## config.mk

```make
export PLATFORM = sky130hd
export DESIGN_NAME = mem_dma
export DESIGN_NICKNAME = d
export VERILOG_FILES = /design/src/rtl/mem_dma_pkg.sv /design/src/rtl/mem_dma.sv
export SDC_FILE = /design/constraint.sdc
export NUM_CORES = 1
export LEC_CHECK = 0
export ABC_CLOCK_PERIOD_IN_PS = 2090
export CORE_MARGIN = 10
export CORE_UTILIZATION = 48
export CTS_BUF_LIST = sky130_fd_sc_hd__clkbuf_4
export DETAILED_ROUTE_END_ITERATION = 12
export PLACE_DENSITY = 0.76
export SYNTH_ARGS = -nofsm -noshare
export SYNTH_HDL_FRONTEND = slang
export SYNTH_SLANG_ARGS = --single-unit
```

## constraint.sdc

```tcl
create_clock -name clk -period 2.09 [get_ports clk]
set_input_delay 0.209 -clock clk [delete_from_list [all_inputs] [get_ports clk]]
set_output_delay 0.209 -clock clk [all_outputs]
set_load 0.01 [all_outputs]
```

## src/rtl/mem_dma_pkg.sv

```systemverilog
// rtl/mem_dma_pkg.sv - shared encodings, FSM states and width defaults for mem_dma
package mem_dma_pkg;

    localparam int ADDR_W_DEFAULT = 8;
    localparam int DATA_W_DEFAULT = 8;

    localparam logic [1:0] OP_READ  = 2'd0;
    localparam logic [1:0] OP_WRITE = 2'd1;
    localparam logic [1:0] OP_FILL  = 2'd2;
    localparam logic [1:0] OP_COPY  = 2'd3;

    typedef enum logic [2:0] {
        IDLE,
        RD_WAIT,
        RD_CAP,
        WR,
        CP_RD,
        CP_WAIT,
        CP_WR
    } state_t;

endpackage

```

## src/rtl/mem_dma.sv

```systemverilog
// rtl/mem_dma.sv - single-command memory initiator: READ, WRITE, block FILL and block COPY
module mem_dma
    import mem_dma_pkg::*;
#(
    parameter int ADDR_W = ADDR_W_DEFAULT,
    parameter int DATA_W = DATA_W_DEFAULT
) (
    input  logic              clk,
    input  logic              rst,
    input  logic              cmd_valid,
    output logic              cmd_ready,
    input  logic [1:0]        cmd_op,
    input  logic [ADDR_W-1:0] cmd_addr,
    input  logic [ADDR_W-1:0] cmd_dst,
    input  logic [ADDR_W-1:0] cmd_len,
    input  logic [DATA_W-1:0] cmd_data,
    output logic              rsp_valid,
    output logic [DATA_W-1:0] rsp_data,
    output logic              done,
    output logic              busy,
    output logic [ADDR_W-1:0] mem_addr,
    output logic [DATA_W-1:0] mem_wdata,
    output logic              mem_we,
    input  logic [DATA_W-1:0] mem_rdata
);

    localparam logic [ADDR_W:0] CNT_ONE = (ADDR_W+1)'(1);

    state_t            state, state_d;
    logic [ADDR_W-1:0] addr_d, src_ptr, src_d, dst_ptr, dst_d;
    logic [DATA_W-1:0] wdata_d, rsp_data_d;
    logic              we_d, rsp_valid_d, done_d;
    logic [ADDR_W:0]   count, count_d;
    logic [ADDR_W:0]   len_full;

    // A zero length encodes the full address space, hence the extra counter bit.
    assign len_full  = (cmd_len == '0) ? {1'b1, {ADDR_W{1'b0}}} : {1'b0, cmd_len};
    assign busy      = (state != IDLE);
    assign cmd_ready = (state == IDLE) && !rst;

    always_ff @(posedge clk) begin
        if (rst) begin
            state     <= IDLE;
            mem_addr  <= '0;
            mem_wdata <= '0;
            mem_we    <= 1'b0;
            rsp_valid <= 1'b0;
            rsp_data  <= '0;
            done      <= 1'b0;
            src_ptr   <= '0;
            dst_ptr   <= '0;
            count     <= '0;
        end else begin
            state     <= state_d;
            mem_addr  <= addr_d;
            mem_wdata <= wdata_d;
            mem_we    <= we_d;
            rsp_valid <= rsp_valid_d;
            rsp_data  <= rsp_data_d;
            done      <= done_d;
            src_ptr   <= src_d;
            dst_ptr   <= dst_d;
            count     <= count_d;
        end
    end

    always_comb begin
        state_d     = state;
        addr_d      = mem_addr;
        wdata_d     = mem_wdata;
        we_d        = 1'b0;
        rsp_valid_d = 1'b0;
        rsp_data_d  = rsp_data;
        done_d      = 1'b0;
        src_d       = src_ptr;
        dst_d       = dst_ptr;
        count_d     = count;
        case (state)
            IDLE: begin
                if (cmd_valid) begin
                    addr_d = cmd_addr;
                    case (cmd_op)
                        OP_READ: state_d = RD_WAIT;
                        OP_WRITE: begin
                            wdata_d = cmd_data;
                            we_d    = 1'b1;
                            count_d = CNT_ONE;
                            state_d = WR;
                        end
                        OP_FILL: begin
                            wdata_d = cmd_data;
                            we_d    = 1'b1;
                            count_d = len_full;
                            state_d = WR;
                        end
                        default: begin
                            src_d   = cmd_addr;
                            dst_d   = cmd_dst;
                            count_d = len_full;
                            state_d = CP_RD;
                        end
                    endcase
                end
            end
            RD_WAIT: state_d = RD_CAP;
            RD_CAP: begin
                rsp_data_d  = mem_rdata;
                rsp_valid_d = 1'b1;
                done_d      = 1'b1;
                state_d     = IDLE;
            end
            // WRITE is a one-byte FILL; the write enable stays up until the count runs out.
            WR: begin
                if (count == CNT_ONE) begin
                    done_d  = 1'b1;
                    state_d = IDLE;
                end else begin
                    we_d    = 1'b1;
                    addr_d  = mem_addr + ADDR_W'(1);
                    count_d = count - CNT_ONE;
                end
            end
            CP_RD: state_d = CP_WAIT;
            CP_WAIT: begin
                wdata_d = mem_rdata;
                addr_d  = dst_ptr;
                we_d    = 1'b1;
                state_d = CP_WR;
            end
            CP_WR: begin
                if (count == CNT_ONE) begin
                    done_d  = 1'b1;
                    state_d = IDLE;
                end else begin
                    src_d   = src_ptr + ADDR_W'(1);
                    dst_d   = dst_ptr + ADDR_W'(1);
                    addr_d  = src_ptr + ADDR_W'(1);
                    count_d = count - CNT_ONE;
                    state_d = CP_RD;
                end
            end
            default: state_d = IDLE;
        endcase
    end

endmodule

```

# Yosys cells after proc, flatten, opt, wreduce, memory -nomap -nowiden
# Index checks and enable logic that the tools add are counted.
[word_totals]
register_bits = 55
in_bits = 45
elab_cells = 80
[classes]
addsub = 4
n_eq_ne = 17
mux = 31
reduce_logical = 18
[op_table]
columns = ["op", "n"]
rows = [
  ["8-bit two-way mux", 10],
  ["8-bit case mux with 2 select lines", 3],
  ["9-bit case mux with 2 select lines", 2],
  ["8-bit case mux with 4 select lines", 1],
  ["9-bit two-way mux", 3],
  ["8-bit by 1-bit adder with 8-bit output (second input constant)", 3],
  ["3-bit case mux with 6 select lines", 1],
  ["2-bit != test (second input constant)", 8],
  ["4-bit AND reduction", 3],
  ["3-bit == test (second input constant)", 3],
  ["9-bit by 1-bit == test with 1-bit output (second input constant)", 1],
  ["3-bit two-way mux", 3],
  ["9-bit by 1-bit subtractor with 9-bit output (second input constant)", 1],
  ["8-bit logical NOT", 1],
  ["3-bit by 2-bit == test with 1-bit output (second input constant)", 2],
  ["3-bit case mux with 2 select lines", 1],
  ["2-bit nonzero test", 3],
  ["1-bit two-way mux", 5],
  ["4-bit nonzero test", 1],
  ["2-bit OR reduction", 2],
  ["3-bit by 1-bit == test with 1-bit output (second input constant)", 1],
  ["3-bit logical NOT", 1],
  ["1-bit case mux with 3 select lines", 1],
  ["3-bit AND reduction", 1],
  ["other kinds (9)", 9],
]

# Longest topological paths before layout
# Gate-level depths: netlist of run 1.
[depth]
ltp_word = 5
depth_mapped = 9
mapped_depth_nobuf = 7

# Worst setup path before layout of run 1
# OpenSTA, ideal clock, no wires.
[synth_path]
path_type = "reg-to-reg"
startpoint = "register count[0]"
endpoint = "register count[0]"
setup_ps = 119
arrival_ps = 1918
path_slack_ps = 54
stages_incl_launch_ff = 8
path_buffers = 1
synth_period_minus_slack_ps = 2036
path_cell_list = "dfxtp_1 -> ha_1 -> or4b_4 -> or3_1 -> buf_6 -> o22ai_4 -> a21oi_1 -> o221a_1"
[synth_via]
elab_chain_cells = 3
[synth_lines]
columns = ["item", "line", "rtl"]
rows = [
  ["start: declaration", "mem_dma.sv:33", "logic [ADDR_W:0] count, count_d;"],
  ["start signal: assignment", "mem_dma.sv:63", "count <= count_d;"],
  ["9-bit by 1-bit subtractor with 9-bit output / 9-bit by 1-bit == test with 1-bit output (equally long branches)", "-", ""],
  ["9-bit two-way mux / 2-bit != test (equally long branches)", "-", ""],
  ["9-bit case mux with 2 select lines / 4-bit AND reduction (equally long branches)", "-", ""],
]
# Parallel ways exist; a longest one is shown, timed or not. The select of a mux whose other input is x is not followed.
# A chain may end at the register's enable or synchronous reset.

# Worst setup path in the final report of run 1
[layout_path]
startpoint = "register count[1]"
endpoint = "register count[8]"
# Same word-level chain as after synthesis.

==> results of run 1 <==
## layout by cell type (no fill, tap or decap), types with 6 or more instances in the layout
| master | netlist | routed |
|---|---|---|
| mux2i_1 | 12 | 12 |
| nand3b_1 | 6 | 6 |
| a21oi_1 | 37 | 35 |
| and2_1 | 7 | 7 |
| dfxtp_1 | 55 | 50 |
| nor3_1 | 10 | 10 |
| buf_4 | 0 | 42 |
| a21oi_2 | 8 | 10 |
| o21ai_0 | 30 | 28 |
| a31oi_1 | 7 | 7 |
| a211oi_1 | 15 | 15 |
| nor2_1 | 44 | 44 |
| o31ai_1 | 6 | 6 |
| xor2_1 | 6 | 6 |
| ha_1 | 8 | 8 |
| nand3_1 | 14 | 14 |
| o21ai_2 | 8 | 7 |
| clkdlybuf4s50_1 | 0 | 71 |
| nand2_1 | 57 | 54 |
| inv_1 | 13 | 12 |
## per-layer routing
| layer | share of wire (%) | GRT usage (%) | up-vias | wire length, um |
|---|---|---|---|---|
| met3 | 6.7 | 3.69 | 13 | 746 |
| li1 | - | - | 1849 | - |
| met5 | 0 | 0 | - | 0 |
| met1 | 44 | 23.9 | 1752 | 4880 |
| met2 | 48 | 31.4 | 162 | 5320 |
| met4 | 1.3 | 5.00 | 0 | 149 |
## cells by family after synthesis
group           count (synthesis)  share of synthesized area (%)
compound gates                152                           30.1
xor+xnor                        8                           2.03
fa+ha+maj                       8                           2.89
buf+inv                        45                           5.68
flops                          55                           31.8
mux                            12                           3.47
simple gates                  172                           24.0
## worst min-delay path, delay by kind of cell
kind | cells | cell delay (ns)
buffers and inverters | 2 | 0.43
AO/OA/AOI/OAI | 1 | 0.04
## Yosys cell counts, types with 6 or more instances
cell type  number  area, um2
and2_1          7       43.8
nor3_1         10       50.1
o21ai_0        30        150
o21ai_2         8       70.1
inv_1          13       48.8
nand2_1        57        214
nor2_1         44        165
a21oi_2         8       70.1
xor2_1          6       52.6
o31ai_1         6       45.0
buf_2           7       35.0
mux2i_1        12        120
nand3b_1        6       45.0
dfxtp_1        55       1100
a21oi_1        37        185
a211oi_1       15        113
nand3_1        14       70.1
ha_1            8        100
clkbuf_1       20       75.1
a31oi_1         7       43.8
## repair_timing
action,4_1_cts,5_1_grt
pin swaps,1,26
cloned,0,0
hold buffers,0,0
gates resized for setup,8,24
buffers inserted,3,2
endpoints found under the setup margin,26,30
## registers in the layout, summed over array words and instances (netlist names)
signal / count
count: 9
dst_ptr: 8
mem_addr: 8
mem_wdata: 8
rsp_data: 8
src_ptr: 8
state: 3
done: 1
mem_we: 1
rsp_valid: 1
## how the worst min path moves through the flow
stage / end / cells after the start
6_report: src_ptr[3] / 3
2_1_floorplan: rsp_data[0] / 2
5_1_grt: src_ptr[3] / 3
4_1_cts: src_ptr[3] / 3
3_3_place_gp: rsp_data[4] / 2
3_5_place_dp: rsp_data[2] / 2
## cell type report
cell class              count  area share (%)
multi-input cells         352            47.5
repair buffers            121            23.9
flip-flops and latches     55            23.6
well taps                  96            2.55
inverters                  14            1.12
clock buffers               5           0.797
clock inverters             3           0.585
## power by group through the flow
stage / combinational, mW / clock [mW] / sequential, mW
detailed placement: 1.00 / 0 / 1.27
global route: 1.17 / 0.585 / 1.27
floorplan: 0.534 / 0 / 1.27
finish: 1.08 / 0.537 / 1.26
global placement: 0.978 / 0 / 1.27
CTS: 1.03 / 0.545 / 1.25
==> flow_summary.html, run 1 <==
<table>
<tr><th>Metric</th><th>Value</th></tr>
<tr><th colspan="2">Finish</th></tr>
<tr><td>Final cell area excluding filler cells</td><td>4710 um2</td></tr>
<tr><td>Area taken by multi-input logic gates</td><td>2240 um2</td></tr>
<tr><td>Layout cell share with drive strength beyond 1</td><td>18.9%</td></tr>
<tr><td>Fill cells</td><td>618</td></tr>
<tr><td>Area growth from synthesis to layout</td><td>36.1%</td></tr>
<tr><td>Fin nets</td><td>602</td></tr>
<tr><td>Core Util, Final</td><td>68.2%</td></tr>
<tr><td>Number of standard cells in the final layout excluding fillers</td><td>646</td></tr>
<tr><td>Flip-flop and latch area</td><td>1110 um2</td></tr>
<tr><td>Diode insertion count for antenna repair</td><td>0</td></tr>
<tr><th colspan="2">Yosys</th></tr>
<tr><td>Area of the mapped netlist</td><td>3460 um2</td></tr>
<tr><td>Register bit total from synthesis</td><td>55</td></tr>
<tr><td>Part of the Yosys area used for sequential elements</td><td>31.8%</td></tr>
<tr><td>Proportion of synthesized flip-flops having asynchronous set or reset</td><td>0%</td></tr>
<tr><td>Number of different library cells in the post-synthesis netlist</td><td>63</td></tr>
<tr><td>Count of warnings emitted by yosys</td><td>0</td></tr>
<tr><td>Number of enable-type register cells in the synthesized netlist</td><td>0</td></tr>
<tr><td>Avg Inst Size Synth</td><td>7.65 um2</td></tr>
<tr><td>Dominant synthesized flop cell</td><td>dfxtp_1</td></tr>
<tr><td>Syn nets</td><td>505</td></tr>
<tr><td>Post-synthesis instance total</td><td>452</td></tr>
<tr><th colspan="2">Global route</th></tr>
<tr><td>Global-route wire length before repair</td><td>17700 um</td></tr>
<tr><td>Vias in the first global route</td><td>3512</td></tr>
<tr><td>Pin count of the biggest net entering global routing</td><td>32</td></tr>
<tr><td>Leftover overflow at the end of global routing</td><td>0</td></tr>
<tr><td>Number of antenna violations at the first check in global routing</td><td>0</td></tr>
<tr><td>Global-route total usage across every layer</td><td>18.7%</td></tr>
<tr><th colspan="2">Worst setup path</th></tr>
<tr><td>Critical Path RT</td><td>2.43 ns</td></tr>
<tr><td>Register-to-Register Setup Slack</td><td>-0.03 ns</td></tr>
<tr><td>Type of origin of the critical path</td><td>flip-flop</td></tr>
<tr><td>Crit path depth</td><td>8</td></tr>
<tr><td>Worst endpoint data arrival time</td><td>2.45 ns</td></tr>
<tr><td>CP Class</td><td>reg -&gt; reg</td></tr>
<tr><td>Crit path from</td><td>count[1]</td></tr>
<tr><td>Startpoint of the lowest-slack register-to-register path</td><td>count[1]</td></tr>
<tr><td>Worst setup path endpoint</td><td>count[8]</td></tr>
<tr><td>Number of buffers and inverters on the critical path</td><td>2</td></tr>
<tr><td>Worst-path cell chain</td><td>inv_2 -&gt; ha_1 -&gt; or4b_4 -&gt; or3_4 -&gt; o22ai_4 -&gt; buf_6 -&gt; o21ai_1 -&gt; a21oi_1</td></tr>
<tr><td>Endpoint of the lowest-slack register-to-register path</td><td>count[8]</td></tr>
<tr><td>Worst setup EP type</td><td>flip-flop</td></tr>
<tr><td>Depth of the most critical reg-to-reg path</td><td>8</td></tr>
<tr><td>Max Fanout on Critical Path</td><td>6</td></tr>
<tr><td>CP delay by family, top</td><td>simple AND/OR/NAND/NOR gates</td></tr>
<tr><td>Crit path max-delay cell type</td><td>or4b_4</td></tr>
<tr><td>Crit path largest cell delay</td><td>0.48 ns</td></tr>
<tr><th colspan="2">Power</th></tr>
<tr><td>IR Drop Worst-Case VDD</td><td>272 uV</td></tr>
<tr><td>Fraction of power consumed by the clock network</td><td>18.7%</td></tr>
<tr><td>Flop pwr share</td><td>43.8%</td></tr>
<tr><td>Switching power of the nets</td><td>1.03 mW</td></tr>
<tr><td>Leak pwr</td><td>1.76 nW</td></tr>
<tr><td>Final total power</td><td>2.87 mW</td></tr>
<tr><td>P per Cell Area</td><td>610 nW/um2</td></tr>
<tr><td>Pint</td><td>1.84 mW</td></tr>
<tr><td>Switching share of power</td><td>36.0%</td></tr>
<tr><td>Relative contribution of combinational cells to total power</td><td>37.5%</td></tr>
<tr><th colspan="2">STA</th></tr>
<tr><td>Worst slew slack as a fraction of its limit</td><td>53.2%</td></tr>
<tr><td>Final setup viols</td><td>6</td></tr>
<tr><td>Slew at the pin with the worst max-slew slack</td><td>0.699 ns</td></tr>
<tr><td>Worst slack on hold paths</td><td>0.299 ns</td></tr>
<tr><td>Unrepaired setup endpoints after global routing</td><td>true</td></tr>
<tr><td>Max-slew violation count</td><td>0</td></tr>
<tr><td>Post-layout worst setup margin</td><td>-0.0250 ns</td></tr>
<tr><td>Highest clock rate</td><td>473 MHz</td></tr>
<tr><td>Hold Violations, Final</td><td>0</td></tr>
<tr><td>Final worst path period share</td><td>101%</td></tr>
<tr><td>Skew final</td><td>0.0182 ns</td></tr>
<tr><td>Setup total negative slack</td><td>-0.0864 ns</td></tr>
<tr><td>Final Critical Period</td><td>2.12 ns</td></tr>
<tr><th colspan="2">Clocking</th></tr>
<tr><td>Cts bufs inserted</td><td>5</td></tr>
<tr><td>Clock Path Buffers</td><td>2</td></tr>
<tr><td>Source-to-sink clock delay at the later pin of the worst-skew pair</td><td>0.41 ns</td></tr>
<tr><td>CTS H-Tree Depth</td><td>2</td></tr>
<tr><td>Clock-pin slew on the worst setup and hold paths</td><td>0.19 ns</td></tr>
<tr><td>Sinks on the clock net</td><td>55</td></tr>
<tr><td>Root buf cell</td><td>clkbuf_4</td></tr>
<tr><td>CTS tree</td><td>yes</td></tr>
<tr><th colspan="2">Run</th></tr>
<tr><td>Max cap viols</td><td>0</td></tr>
<tr><th colspan="2">Routing</th></tr>
<tr><td>DR DRC count</td><td>0</td></tr>
<tr><td>Count of TritonRoute iterations in the first routing pass</td><td>5</td></tr>
<tr><td>Starting DRT DRC Count</td><td>254</td></tr>
<tr><td>Mean number of vias per cell</td><td>5.85</td></tr>
<tr><td>WL per Instance</td><td>17.2 um</td></tr>
<tr><td>Final antenna-violating net count</td><td>0</td></tr>
<tr><td>Routed via count</td><td>3776</td></tr>
<tr><td>Overall routed net length</td><td>11100 um</td></tr>
<tr><th colspan="2">Run status</th></tr>
<tr><td>Violations in the final reports</td><td>negative setup slack</td></tr>
<tr><td>Run status</td><td>finished, violations left</td></tr>
<tr><th colspan="2">Floorplanning</th></tr>
<tr><td>Ports</td><td>74</td></tr>
<tr><td>Vert. Die Dim</td><td>105 um</td></tr>
<tr><td>Core footprint</td><td>6910 um2</td></tr>
<tr><td>Starting utilization of the core area</td><td>50.1%</td></tr>
<tr><td>DIE WIDTH</td><td>105 um</td></tr>
<tr><td>Die area</td><td>11000 um2</td></tr>
<tr><td>Row count</td><td>30</td></tr>
<tr><th colspan="2">Min path</th></tr>
<tr><td>Class of the worst hold path</td><td>in -&gt; reg</td></tr>
<tr><td>Hold Path Origin</td><td>rst</td></tr>
<tr><th colspan="2">Place</th></tr>
<tr><td>I/O Buffers</td><td>73</td></tr>
<tr><td>Placed standard-cell area</td><td>4500 um2</td></tr>
<tr><td>Worst slack after detailed placement</td><td>-0.289 ns</td></tr>
<tr><td>Post-DP HPWL</td><td>8370 um</td></tr>
<tr><td>Placer Congestion</td><td>0.913</td></tr>
<tr><td>Total instance count after detailed placement</td><td>633</td></tr>
</table>
No activity file was read; power rests on OpenSTA's default activity.
==> inputs of run 2 (changes only) <==
CORE_MARGIN = 1   (was 10)
==> run 2 against run 1 <==
  * The run still ends with negative setup slack left
  * Cell count is 0.77% higher
  * Via count is 0.26% higher
  * Clock-buffer cell count stayed put
  * Global-route usage is 8.6 points higher
  * Utilization is 0.46 points higher
  * Hold slack better by 0.030 ns
  * Critical path depth stayed put
  * Cell area is 0.13% higher
  * Maximum frequency is 0.84% higher
  * Total power is 1.4% lower
  * Clock skew is 0.00055 ns lower
  * Largest power group unchanged
  * Highest routed layer unchanged
==> flow_summary.html, run 2 (synthesized netlist as in run 1, its figures left out) <==
<table>
<tr><th>Metric</th><th>Value</th></tr>
<tr><th colspan="2">Clocking</th></tr>
<tr><td>CTS tree</td><td>yes</td></tr>
<tr><td>Clock-pin slew on the worst setup and hold paths</td><td>0.18 ns (about the same)</td></tr>
<tr><td>Sinks on the clock net</td><td>55 (unchanged)</td></tr>
<tr><td>CTS H-Tree Depth</td><td>2 (unchanged)</td></tr>
<tr><td>Root buf cell</td><td>clkbuf_4</td></tr>
<tr><td>Source-to-sink clock delay at the later pin of the worst-skew pair</td><td>0.39 ns (-0.02 ns)</td></tr>
<tr><td>Clock Path Buffers</td><td>2 (unchanged)</td></tr>
<tr><td>Cts bufs inserted</td><td>5 (unchanged)</td></tr>
<tr><th colspan="2">Global route</th></tr>
<tr><td>Global-route wire length before repair</td><td>16500 um (-6.7%)</td></tr>
<tr><td>Pin count of the biggest net entering global routing</td><td>32 (unchanged)</td></tr>
<tr><td>Number of antenna violations at the first check in global routing</td><td>0 (unchanged)</td></tr>
<tr><td>Vias in the first global route</td><td>3488 (-0.68%)</td></tr>
<tr><td>Leftover overflow at the end of global routing</td><td>0 (unchanged)</td></tr>
<tr><td>Global-route total usage across every layer</td><td>27.3% (+8.6 points)</td></tr>
<tr><th colspan="2">Routing</th></tr>
<tr><td>Mean number of vias per cell</td><td>5.82 (-0.51%)</td></tr>
<tr><td>Routed via count</td><td>3786 (+0.26%)</td></tr>
<tr><td>WL per Instance</td><td>15.5 um (-9.5%)</td></tr>
<tr><td>Count of TritonRoute iterations in the first routing pass</td><td>5 (unchanged)</td></tr>
<tr><td>Final antenna-violating net count</td><td>0 (unchanged)</td></tr>
<tr><td>Overall routed net length</td><td>10100 um (-8.8%)</td></tr>
<tr><td>Starting DRT DRC Count</td><td>217 (-15%)</td></tr>
<tr><td>DR DRC count</td><td>0 (unchanged)</td></tr>
<tr><th colspan="2">Finish</th></tr>
<tr><td>Diode insertion count for antenna repair</td><td>0 (unchanged)</td></tr>
<tr><td>Top library cells by usage in the layout, fill and taps aside</td><td>71 x clkdlybuf4s50_1, 55 x nand2_1, 50 x dfxtp_1, 50 x buf_4, 44 x nor2_1</td></tr>
<tr><td>Most common cell after layout, fill and taps aside</td><td>clkdlybuf4s50_1</td></tr>
<tr><td>Register with the most flip-flops</td><td>count</td></tr>
<tr><td>Fin nets</td><td>607 (+0.83%)</td></tr>
<tr><td>Area growth from synthesis to layout</td><td>36.3%</td></tr>
<tr><td>Layout cell share with drive strength beyond 1</td><td>19.1% (+0.19 points)</td></tr>
<tr><td>Number of standard cells in the final layout excluding fillers</td><td>651 (+0.77%)</td></tr>
<tr><td>Number of flip-flops in the largest register</td><td>9 (unchanged)</td></tr>
<tr><td>Final cell area excluding filler cells</td><td>4710 um2 (+0.13%)</td></tr>
<tr><th colspan="2">Worst setup path</th></tr>
<tr><td>Max Fanout on Critical Path</td><td>6 (unchanged)</td></tr>
<tr><td>Depth of the most critical reg-to-reg path</td><td>8 (unchanged)</td></tr>
<tr><td>Worst setup EP type</td><td>flip-flop</td></tr>
<tr><td>Register-to-Register Setup Slack</td><td>-0.007 ns (+0.02 ns)</td></tr>
<tr><td>Startpoint of the lowest-slack register-to-register path</td><td>count[1]</td></tr>
<tr><td>Worst endpoint data arrival time</td><td>2.39 ns (-0.06 ns)</td></tr>
<tr><td>Crit path from</td><td>count[1]</td></tr>
<tr><td>Worst setup path endpoint</td><td>dst_ptr[3]</td></tr>
<tr><td>Endpoint of the lowest-slack register-to-register path</td><td>dst_ptr[3]</td></tr>
<tr><td>Critical Path RT</td><td>2.38 ns (-0.05 ns)</td></tr>
<tr><td>CP Class</td><td>reg -&gt; reg</td></tr>
<tr><td>Type of origin of the critical path</td><td>flip-flop</td></tr>
<tr><th colspan="2">Power</th></tr>
<tr><td>Pint</td><td>1.83 mW (-0.44%)</td></tr>
<tr><td>Final total power</td><td>2.83 mW (-1.4%)</td></tr>
<tr><td>IR Drop Worst-Case VDD</td><td>310 uV (+14%)</td></tr>
<tr><td>Leak pwr</td><td>1.78 nW (+0.89%)</td></tr>
<tr><td>Flop pwr share</td><td>44.7% (+0.9 points)</td></tr>
<tr><td>Fraction of power consumed by the clock network</td><td>18.2% (-0.5 points)</td></tr>
<tr><td>Switching share of power</td><td>35.3% (-0.63 points)</td></tr>
<tr><td>Switching power of the nets</td><td>1.00 mW (-3.1%)</td></tr>
<tr><td>Relative contribution of combinational cells to total power</td><td>37.1% (-0.4 points)</td></tr>
<tr><td>P per Cell Area</td><td>600 nW/um2 (-1.5%)</td></tr>
<tr><th colspan="2">Floorplanning</th></tr>
<tr><td>Vert. Die Dim</td><td>86.9 um (-17%)</td></tr>
<tr><td>Die area</td><td>7550 um2 (-31%)</td></tr>
<tr><td>Row count</td><td>30 (unchanged)</td></tr>
<tr><td>Ports</td><td>74 (unchanged)</td></tr>
<tr><td>Starting utilization of the core area</td><td>50.3% (+0.27 points)</td></tr>
<tr><td>DIE WIDTH</td><td>86.9 um (-17%)</td></tr>
<tr><td>Core footprint</td><td>6870 um2 (-0.54%)</td></tr>
<tr><th colspan="2">Place</th></tr>
<tr><td>I/O Buffers</td><td>73 (unchanged)</td></tr>
<tr><td>Placer Congestion</td><td>0.953 (+4.4%)</td></tr>
<tr><td>Post-DP HPWL</td><td>7490 um (-10%)</td></tr>
<tr><td>Placed standard-cell area</td><td>4530 um2 (+0.67%)</td></tr>
<tr><td>Total instance count after detailed placement</td><td>637 (+0.63%)</td></tr>
<tr><th colspan="2">Run status</th></tr>
<tr><td>Run status</td><td>finished, violations left</td></tr>
<tr><td>Violations in the final reports</td><td>negative setup slack</td></tr>
<tr><th colspan="2">STA</th></tr>
<tr><td>Max-slew violation count</td><td>0 (unchanged)</td></tr>
<tr><td>Setup total negative slack</td><td>-0.0159 ns (+0.0705 ns)</td></tr>
<tr><td>Post-layout worst setup margin</td><td>-0.00737 ns (+0.0177 ns)</td></tr>
<tr><td>Final setup viols</td><td>3 (-3)</td></tr>
<tr><td>Final worst path period share</td><td>100% (-0.85 points)</td></tr>
<tr><td>Worst slew slack as a fraction of its limit</td><td>53.6% (+0.37 points)</td></tr>
<tr><td>Worst slack on hold paths</td><td>0.329 ns (+0.0300 ns)</td></tr>
<tr><td>Hold Violations, Final</td><td>0 (unchanged)</td></tr>
<tr><td>Unrepaired setup endpoints after global routing</td><td>true</td></tr>
<tr><td>Final Critical Period</td><td>2.10 ns (-0.0177 ns)</td></tr>
<tr><td>Highest clock rate</td><td>477 MHz (+0.84%)</td></tr>
<tr><td>Slew at the pin with the worst max-slew slack</td><td>0.694 ns (-0.00549 ns)</td></tr>
<tr><td>Skew final</td><td>0.0176 ns (-0.000547 ns)</td></tr>
<tr><th colspan="2">Min path</th></tr>
<tr><td>Class of the worst hold path</td><td>in -&gt; reg</td></tr>
<tr><td>Hold Path Origin</td><td>rst</td></tr>
<tr><td>Worst hold stages</td><td>3 (unchanged)</td></tr>
<tr><th colspan="2">Run</th></tr>
<tr><td>Max cap viols</td><td>0 (unchanged)</td></tr>
</table>
==> run 2: final cells by class <==
class | count | area [um2]
clock inverter | 3 | 27.5
fill | 581 | 2150
multi-input combinational | 352 | 2220
inverter | 14 | 52.6
timing repair buffer | 126 | 1140
tap | 96 | 120
clock buffer | 5 | 37.5
sequential | 55 | 1110
==> run 2: layer usage <==
metal | global-route usage, % | wire length (um) | part of all wire, % | up-vias
met2 | 46.0 | 4810 | 48 | 159
met1 | 36.8 | 4530 | 45 | 1752
met4 | 7.42 | 119 | 1.2 | 0
li1 | - | - | - | 1861
met5 | 0 | 0 | 0 | -
met3 | 3.51 | 655 | 6.5 | 14
==> run 2: worst min path at each step <==
stage / to / slack, ns
global route: src_ptr[2] / 0.32
floorplan: rsp_data[0] / 0.34
global placement: rsp_data[2] / 0.44
finish: src_ptr[7] / 0.33
detailed placement: rsp_data[3] / 0.45
CTS: src_ptr[7] / 0.31
==> run 2: critical path, stage by stage, from the launching register on <==
cell	delay (ns)
dfxtp_2	0.35
inv_2	0.06
ha_4	0.11
or4b_4	0.48
or3_4	0.40
a21oi_4	0.29
buf_4	0.17
or2_2	0.10
a21oi_2	0.04
==> run 2: what timing repair did <==
action                     4_1_cts  5_1_grt
pin swaps                        6        9
setup endpoints to repair       19       25
hold buffers                     0        0
setup buffers                    2        4
gates resized for setup         11       11
==> run 2: power by group through the flow <==
| stage | clock network, mW | logic [mW] | registers, mW |
|---|---|---|---|
| global route | 0.570 | 1.14 | 1.28 |
| global placement | 0 | 0.970 | 1.27 |
| floorplan | 0 | 0.534 | 1.27 |
| detailed placement | 0 | 0.986 | 1.28 |
| CTS | 0.531 | 1.01 | 1.26 |
| finish | 0.515 | 1.05 | 1.26 |
==> run 2: stage by stage <==
step	util (%)	setup WS [ns]
floorplan	-	0.0536
global placement	65.9	-0.185
detailed placement	65.9	-0.254
CTS	67.4	-0.0147
global route	68.6	-0.0788
finish	68.6	-0.00737
